## config.mk

```make
export PLATFORM = sky130hd
export DESIGN_NAME = spi_mem_master
export DESIGN_NICKNAME = d
export VERILOG_FILES = /design/src/rtl/spi_mem_pkg.sv /design/src/rtl/spi_sck_gen.sv /design/src/rtl/spi_mem_master.sv
export SDC_FILE = /design/constraint.sdc
export NUM_CORES = 1
export LEC_CHECK = 0
export BUFFER_PORTS_ARGS = -buffer_cell sky130_fd_sc_hd__buf_4
export CAP_MARGIN = 5
export CORE_ASPECT_RATIO = 1.25
export CORE_UTILIZATION = 50
export DETAILED_ROUTE_END_ITERATION = 8
export GPL_ROUTABILITY_DRIVEN = 0
export GPL_TIMING_DRIVEN = 0
export PLACE_DENSITY = 0.69
export SLEW_MARGIN = 20
export SYNTH_ARGS = -nofsm -noshare
export SYNTH_HDL_FRONTEND = slang
export SYNTH_SLANG_ARGS = --single-unit
```

## constraint.sdc

```tcl
create_clock -name clk -period 2.7 [get_ports clk]
set_clock_uncertainty 0.2 [all_clocks]
set_input_delay 0.135 -clock clk [delete_from_list [all_inputs] [get_ports clk]]
set_output_delay 0.135 -clock clk [all_outputs]
set_load 0.01 [all_outputs]
```

## src/rtl/spi_mem_pkg.sv

```systemverilog
// Shared constants, FSM state type and frame builder for the SPI memory master.
package spi_mem_pkg;

    localparam logic [7:0] OP_READ    = 8'h03;
    localparam logic [7:0] OP_WRITE   = 8'h02;
    localparam int         FRAME_BITS = 32;

    typedef enum logic [1:0] {
        ST_IDLE,
        ST_SHIFT,
        ST_DONE,
        ST_GAP
    } state_t;

    // Opcode, address high, address low, then write data (zero filler on reads).
    function automatic logic [FRAME_BITS-1:0] build_frame(
        input logic        we,
        input logic [15:0] addr,
        input logic [7:0]  wdata
    );
        return {(we ? OP_WRITE : OP_READ), addr, (we ? wdata : 8'h00)};
    endfunction

endpackage

```

## src/rtl/spi_sck_gen.sv

```systemverilog
// SPI mode-0 clock generator: CLK_DIV clk cycles per half period, with
// strobes marking the clk edge at which SCK will rise or fall.
module spi_sck_gen #(
    parameter int CLK_DIV = 2
) (
    input  logic clk,
    input  logic rst,
    input  logic en_i,
    output logic sck_o,
    output logic rise_o,
    output logic fall_o
);

    localparam int            CW   = $clog2(CLK_DIV + 1);
    localparam logic [CW-1:0] LAST = CW'(CLK_DIV - 1);

    logic [CW-1:0] cnt_q, cnt_d;
    logic          ph_q, ph_d;
    logic          wrap;

    assign wrap   = en_i && (cnt_q == LAST);
    assign rise_o = wrap && !ph_q;
    assign fall_o = wrap && ph_q;
    assign sck_o  = ph_q;

    // Disabling parks the divider at the start of a low phase.
    always_comb begin
        cnt_d = cnt_q;
        ph_d  = ph_q;
        if (!en_i) begin
            cnt_d = '0;
            ph_d  = 1'b0;
        end else if (wrap) begin
            cnt_d = '0;
            ph_d  = !ph_q;
        end else begin
            cnt_d = cnt_q + CW'(1);
        end
    end

    always_ff @(posedge clk or posedge rst) begin
        if (rst) begin
            cnt_q <= '0;
            ph_q  <= 1'b0;
        end else begin
            cnt_q <= cnt_d;
            ph_q  <= ph_d;
        end
    end

endmodule

```

## src/rtl/spi_mem_master.sv

```systemverilog
// Single-byte SPI memory master: CPU request/response in, 32-bit mode-0 frame out.
module spi_mem_master
    import spi_mem_pkg::*;
#(
    parameter int CLK_DIV = 2
) (
    input  logic        clk,
    input  logic        rst,
    input  logic        req_valid,
    output logic        req_ready,
    input  logic        req_we,
    input  logic [15:0] req_addr,
    input  logic [7:0]  req_wdata,
    output logic        rsp_valid,
    output logic [7:0]  rsp_rdata,
    output logic        spi_cs_n,
    output logic        spi_sck,
    output logic        spi_mosi,
    input  logic        spi_miso
);

    localparam int            BW       = $clog2(FRAME_BITS);
    localparam logic [BW-1:0] BIT_LAST = BW'(FRAME_BITS - 1);
    localparam int            GW       = $clog2(2 * CLK_DIV + 1);
    localparam logic [GW-1:0] GAP_LAST = GW'(2 * CLK_DIV - 1);

    state_t                  state_q, state_d;
    logic [BW-1:0]           bit_q, bit_d;
    logic [GW-1:0]           gap_q, gap_d;
    logic                    we_q;
    logic [7:0]              rdata_q;
    logic [FRAME_BITS-1:0]   frame_q;
    logic [7:0]              rx_q;

    logic accept;
    logic sck_rise, sck_fall;
    logic last_bit;

    spi_sck_gen #(
        .CLK_DIV (CLK_DIV)
    ) u_sck_gen (
        .clk    (clk),
        .rst    (rst),
        .en_i   (state_q == ST_SHIFT),
        .sck_o  (spi_sck),
        .rise_o (sck_rise),
        .fall_o (sck_fall)
    );

    assign req_ready = (state_q == ST_IDLE) && !rst;
    assign accept    = req_valid && req_ready;
    assign last_bit  = sck_fall && (bit_q == BIT_LAST);

    assign spi_cs_n  = (state_q != ST_SHIFT);
    assign spi_mosi  = (state_q == ST_SHIFT) && frame_q[FRAME_BITS-1];
    assign rsp_valid = (state_q == ST_DONE);
    assign rsp_rdata = rdata_q;

    always_comb begin
        state_d = state_q;
        case (state_q)
            ST_IDLE:  if (accept)             state_d = ST_SHIFT;
            ST_SHIFT: if (last_bit)           state_d = ST_DONE;
            ST_DONE:                          state_d = ST_GAP;
            ST_GAP:   if (gap_q == GAP_LAST)  state_d = ST_IDLE;
            default:                          state_d = ST_IDLE;
        endcase
    end

    always_comb begin
        bit_d = bit_q;
        if (accept) begin
            bit_d = '0;
        end else if (sck_fall) begin
            bit_d = bit_q + BW'(1);
        end
        gap_d = (state_q == ST_GAP) ? gap_q + GW'(1) : '0;
    end

    always_ff @(posedge clk or posedge rst) begin
        if (rst) begin
            state_q <= ST_IDLE;
            bit_q   <= '0;
            gap_q   <= '0;
            we_q    <= 1'b0;
            rdata_q <= 8'h00;
        end else begin
            state_q <= state_d;
            bit_q   <= bit_d;
            gap_q   <= gap_d;
            if (accept) begin
                we_q <= req_we;
            end
            // The final MISO bit was captured a half period before this edge.
            if (last_bit) begin
                rdata_q <= we_q ? 8'h00 : rx_q;
            end
        end
    end

    // Datapath shift registers carry no reset; outputs are gated by state.
    always_ff @(posedge clk) begin
        if (accept) begin
            frame_q <= build_frame(req_we, req_addr, req_wdata);
        end else if (sck_fall) begin
            frame_q <= {frame_q[FRAME_BITS-2:0], 1'b0};
        end
        if (sck_rise) begin
            rx_q <= {rx_q[6:0], spi_miso};
        end
    end

endmodule

```

==> flow_metrics.py <==
metrics = {
    "status": {
        "outcome": "completed",
    },
    "drt": {
        "vias": 1842,
        "drt-total-wl_um": 4820,
        "via_per_inst": 4.93,
        "ant_nets": 0,
        "dr.pass1.iters": 4,
        "wl_per_cell_um": 12.9,
        "drt-initial-drc-count": 109,
        "drc": 0,
    },
    "critical_path": {
        "crit_path_max_fanout": 32,
        "end_kind": "flop",
        "r2r_start": "state_q[0]$_DFFE_PP0P_",
        "cp_cell_sequence": "inv_1, ha_1, nor2b_1, nand2_1, clkbuf_1, nand2_4",
        "critical-path-slowest-cell": "clkbuf_1",
        "startpoint_type": "flop",
        "cpPeakStageDelay_ns": 0.44,
        "startpoint": "state_q[0]$_DFFE_PP0P_",
        "critPathKind": "reg -> reg",
        "cp.required_ns": 2.49,
        "critPathArrivalTime_ns": 2.19,
    },
    "finish": {
        "design_area_um2": 3500,
        "final_cells": 374,
        "fin_nets": 345,
        "antenna_cells": 0,
        "drive_gt1_share_pct": 19.6,
        "syn_to_final_growth_pct": 33.3,
    },
    "floorplanning": {
        "core_area_um2": 5080,
        "dieArea_um2": 5550,
        "die_w_um": 66.8,
        "rows": 29,
        "start_util_pct": 51.7,
        "ios": 42,
        "fp.dieH_um": 83.0,
    },
    "clock_tree": {
        "clkTransAtPathRegs_ns": 0.07,
        "cts.htree.levels": 3,
        "cts_tree": "done",
        "clkSinkCount": 62,
        "cts.path.max_buffers": 2,
        "clock_latency_ns": 0.34,
        "cts_made_buffers": 9,
        "postCtsSetupBuffers": 0,
        "clock-root-buffer": "clkbuf_8",
    },
    "sta": {
        "tightestPinTransition_ns": 0.856,
        "fin_hold_ws_ns": 0.0491,
        "final.period_utilization_pct": 89.0,
        "hold_viol": 0,
        "setup_violations": 0,
        "drv_slew": 0,
        "fmax_ghz": 0.416,
        "rsz0062_at_grt": "false",
        "post-route-min-period_ns": 2.40,
        "max_slew_margin_pct": 42.9,
    },
    "grt": {
        "grt-ovfl-total": 0,
        "grt_antenna_before_repair": 0,
        "grt_pass1_wl_um": 8130,
        "track_usage_pct": 20.2,
        "grt_pass1_vias": 1808,
        "grt_start_max_net_pins": 33,
    },
    "place": {
        "post_dp_cell_area_um2": 3010,
        "hpwl_um": 2940,
        "place_inst": 331,
        "portBuffers": 40,
    },
    "synth": {
        "synthMuxAreaShare_pct": 1.72,
        "synth_top_family_by_area": "simple AND/OR/NAND/NOR gates",
        "synth-simple-area-share_pct": 21.3,
        "syn-num-nets": 267,
        "synth-compound-area-share_pct": 2.76,
        "ys_ff_latch": 62,
        "synth.largest_area_cell": "edfxtp_1",
        "synth_area_leaders": "edfxtp_1, dfrtp_1, nand2_1",
        "synth_ff_type": "edfxtp_1",
        "yosysUniqueCellTypes": 25,
        "yosysSeqAreaShare_pct": 66.7,
        "synth-xor-area-share_pct": 1.00,
        "synth.avg_cell_area_um2": 11.5,
        "async_reset_ff_share_pct": 35.5,
        "synth_area_um2": 2630,
        "synthAdderAreaFrac_pct": 4.29,
        "yosysWarnings": 0,
        "synth_edf_count": 40,
        "synth_top_area_share_pct": 45.8,
        "syn_inst": 229,
    },
    "power": {
        "p_leak_uw": 0.00159,
        "vdd_drop_max_v": 0.000396,
        "p_int_uw": 1980,
        "pwr_density_cell_nw_per_um2": 777,
        "power_frac_seq_pct": 46.1,
        "p_switching_uw": 738,
        "switching_share_pct": 27.1,
        "pwr-share-clk_pct": 32.5,
        "combPwrFrac_pct": 21.4,
    },
    "worst_hold_path": {
        "hold_path.class": "in -> reg",
        "hold_path_startpoint": "req_valid",
    },
    "job": {
        "cap_violations": 0,
    },
}
power by group through the flow:
stage | Clock (uW) | Sequential, uW | Combinational [uW]
CTS | 889 | 1260 | 586
global placement | 0 | 1270 | 541
detailed placement | 0 | 1270 | 552
global route | 929 | 1270 | 666
floorplan | 0 | 1250 | 392
finish | 885 | 1250 | 582
synthesized netlist by cell type (2+ instances only):
library cell / number
nand4_1: 2
nand2b_1: 9
and3_1: 2
and2_1: 10
inv_1: 6
nor2_1: 10
ha_1: 9
xor2_1: 2
nand2_1: 78
edfxtp_1: 40
nand3_1: 8
o21ai_0: 10
mux2i_1: 3
clkbuf_1: 8
dfrtp_1: 22
final timing paths:
check,endpoint,slack (ns),cells past startpoint
max,frame_q[9]$_DFFE_PP_,0.30,6
min,frame_q[25]$_SDFFCE_PP1P_,0.05,3
max reg2reg,frame_q[9]$_DFFE_PP_,0.30,6
min reg2reg,u_sck_gen.cnt_q[0]$_DFF_PP0_,0.23,1
max in group asynchronous,u_sck_gen.cnt_q[0]$_DFF_PP0_,1.43,3
min in group asynchronous,state_q[0]$_DFFE_PP0P_,0.35,3
critical path, delay by kind of cell, from the launching register on:
family | cells | cell delay [ns]
simple gates | 3 | 0.72
buf+inv | 2 | 0.54
flops | 1 | 0.38
fa+ha+maj | 1 | 0.21
cells in the final DEF (no fill, tap or decap), types with 2 or more instances in the layout:
cell	netlist	final
and3_1	2	2
edfxtp_1	40	40
inv_1	6	6
and2_1	10	10
buf_4	0	40
nand4_1	2	2
nand2_1	78	77
nand3_1	8	8
clkbuf_1	8	9
o21ai_0	10	10
mux2i_1	3	3
ha_1	9	9
dfrtp_1	22	22
nor2_1	10	10
dlygate4sd3_1	0	27
xor2_1	2	2
clkbuf_8	0	11
nand2b_1	9	9
routing by layer:
| layer | GRT usage [%] | part of all wire (%) |
|---|---|---|
| met5 | 0 | 0 |
| met4 | 11.4 | 1.9 |
| met3 | 4.81 | 3.5 |
| met2 | 29.5 | 48 |
| met1 | 27.2 | 46 |
logic make-up (layout without fill, tap and decap cells):
| kind of cell | count (synthesis) | count (layout) |
|---|---|---|
| AOI/OAI and AO/OA | 13 | 13 |
| xor gates and xnor gates | 3 | 3 |
| adders and majority gates | 9 | 9 |
| buffers and inverters | 15 | 98 |
| DFF | 62 | 62 |
| muxes | 4 | 4 |
| and+or+nand+nor | 123 | 123 |
per-stage QoR:
stage	setup WS, ns	utilization, %	TNS (ns)	power, uW
floorplan	0.0924	-	0	1650
global placement	-0.421	59.1	-13.45	1810
detailed placement	0.0734	59.2	0	1830
CTS	0.0409	68.8	0	2730
global route	0.0505	68.9	0	2870
finish	0.298	68.9	0	2720
area by class of cell:
cell class	instances	area, um^2
flip-flops and latches	62	1750
fillers	374	1580
multi-input cells	152	823
repair buffers	67	571
clock buffers	13	180
well taps	62	77.6
clock inverters	3	38.8
plain buffers	9	35.0
inverters	6	22.5
sequential cells by signal, summed over array words and instances (netlist names):
| register | cells |
|---|---|
| state_q | 2 |
| rx_q | 8 |
| gap_q | 3 |
| rsp_rdata | 8 |
| bit_q | 5 |
| u_sck_gen.sck_o | 1 |
| frame_q | 32 |
| we_q | 1 |
| u_sck_gen.cnt_q | 2 |
repair_timing:
action	4_1_cts	5_1_grt
endpoints found under the setup margin	0	32
resized for setup	0	1
hold buffers	27	0
endpoints found under the hold margin	48	0
Power figures use the tool's default switching activity.
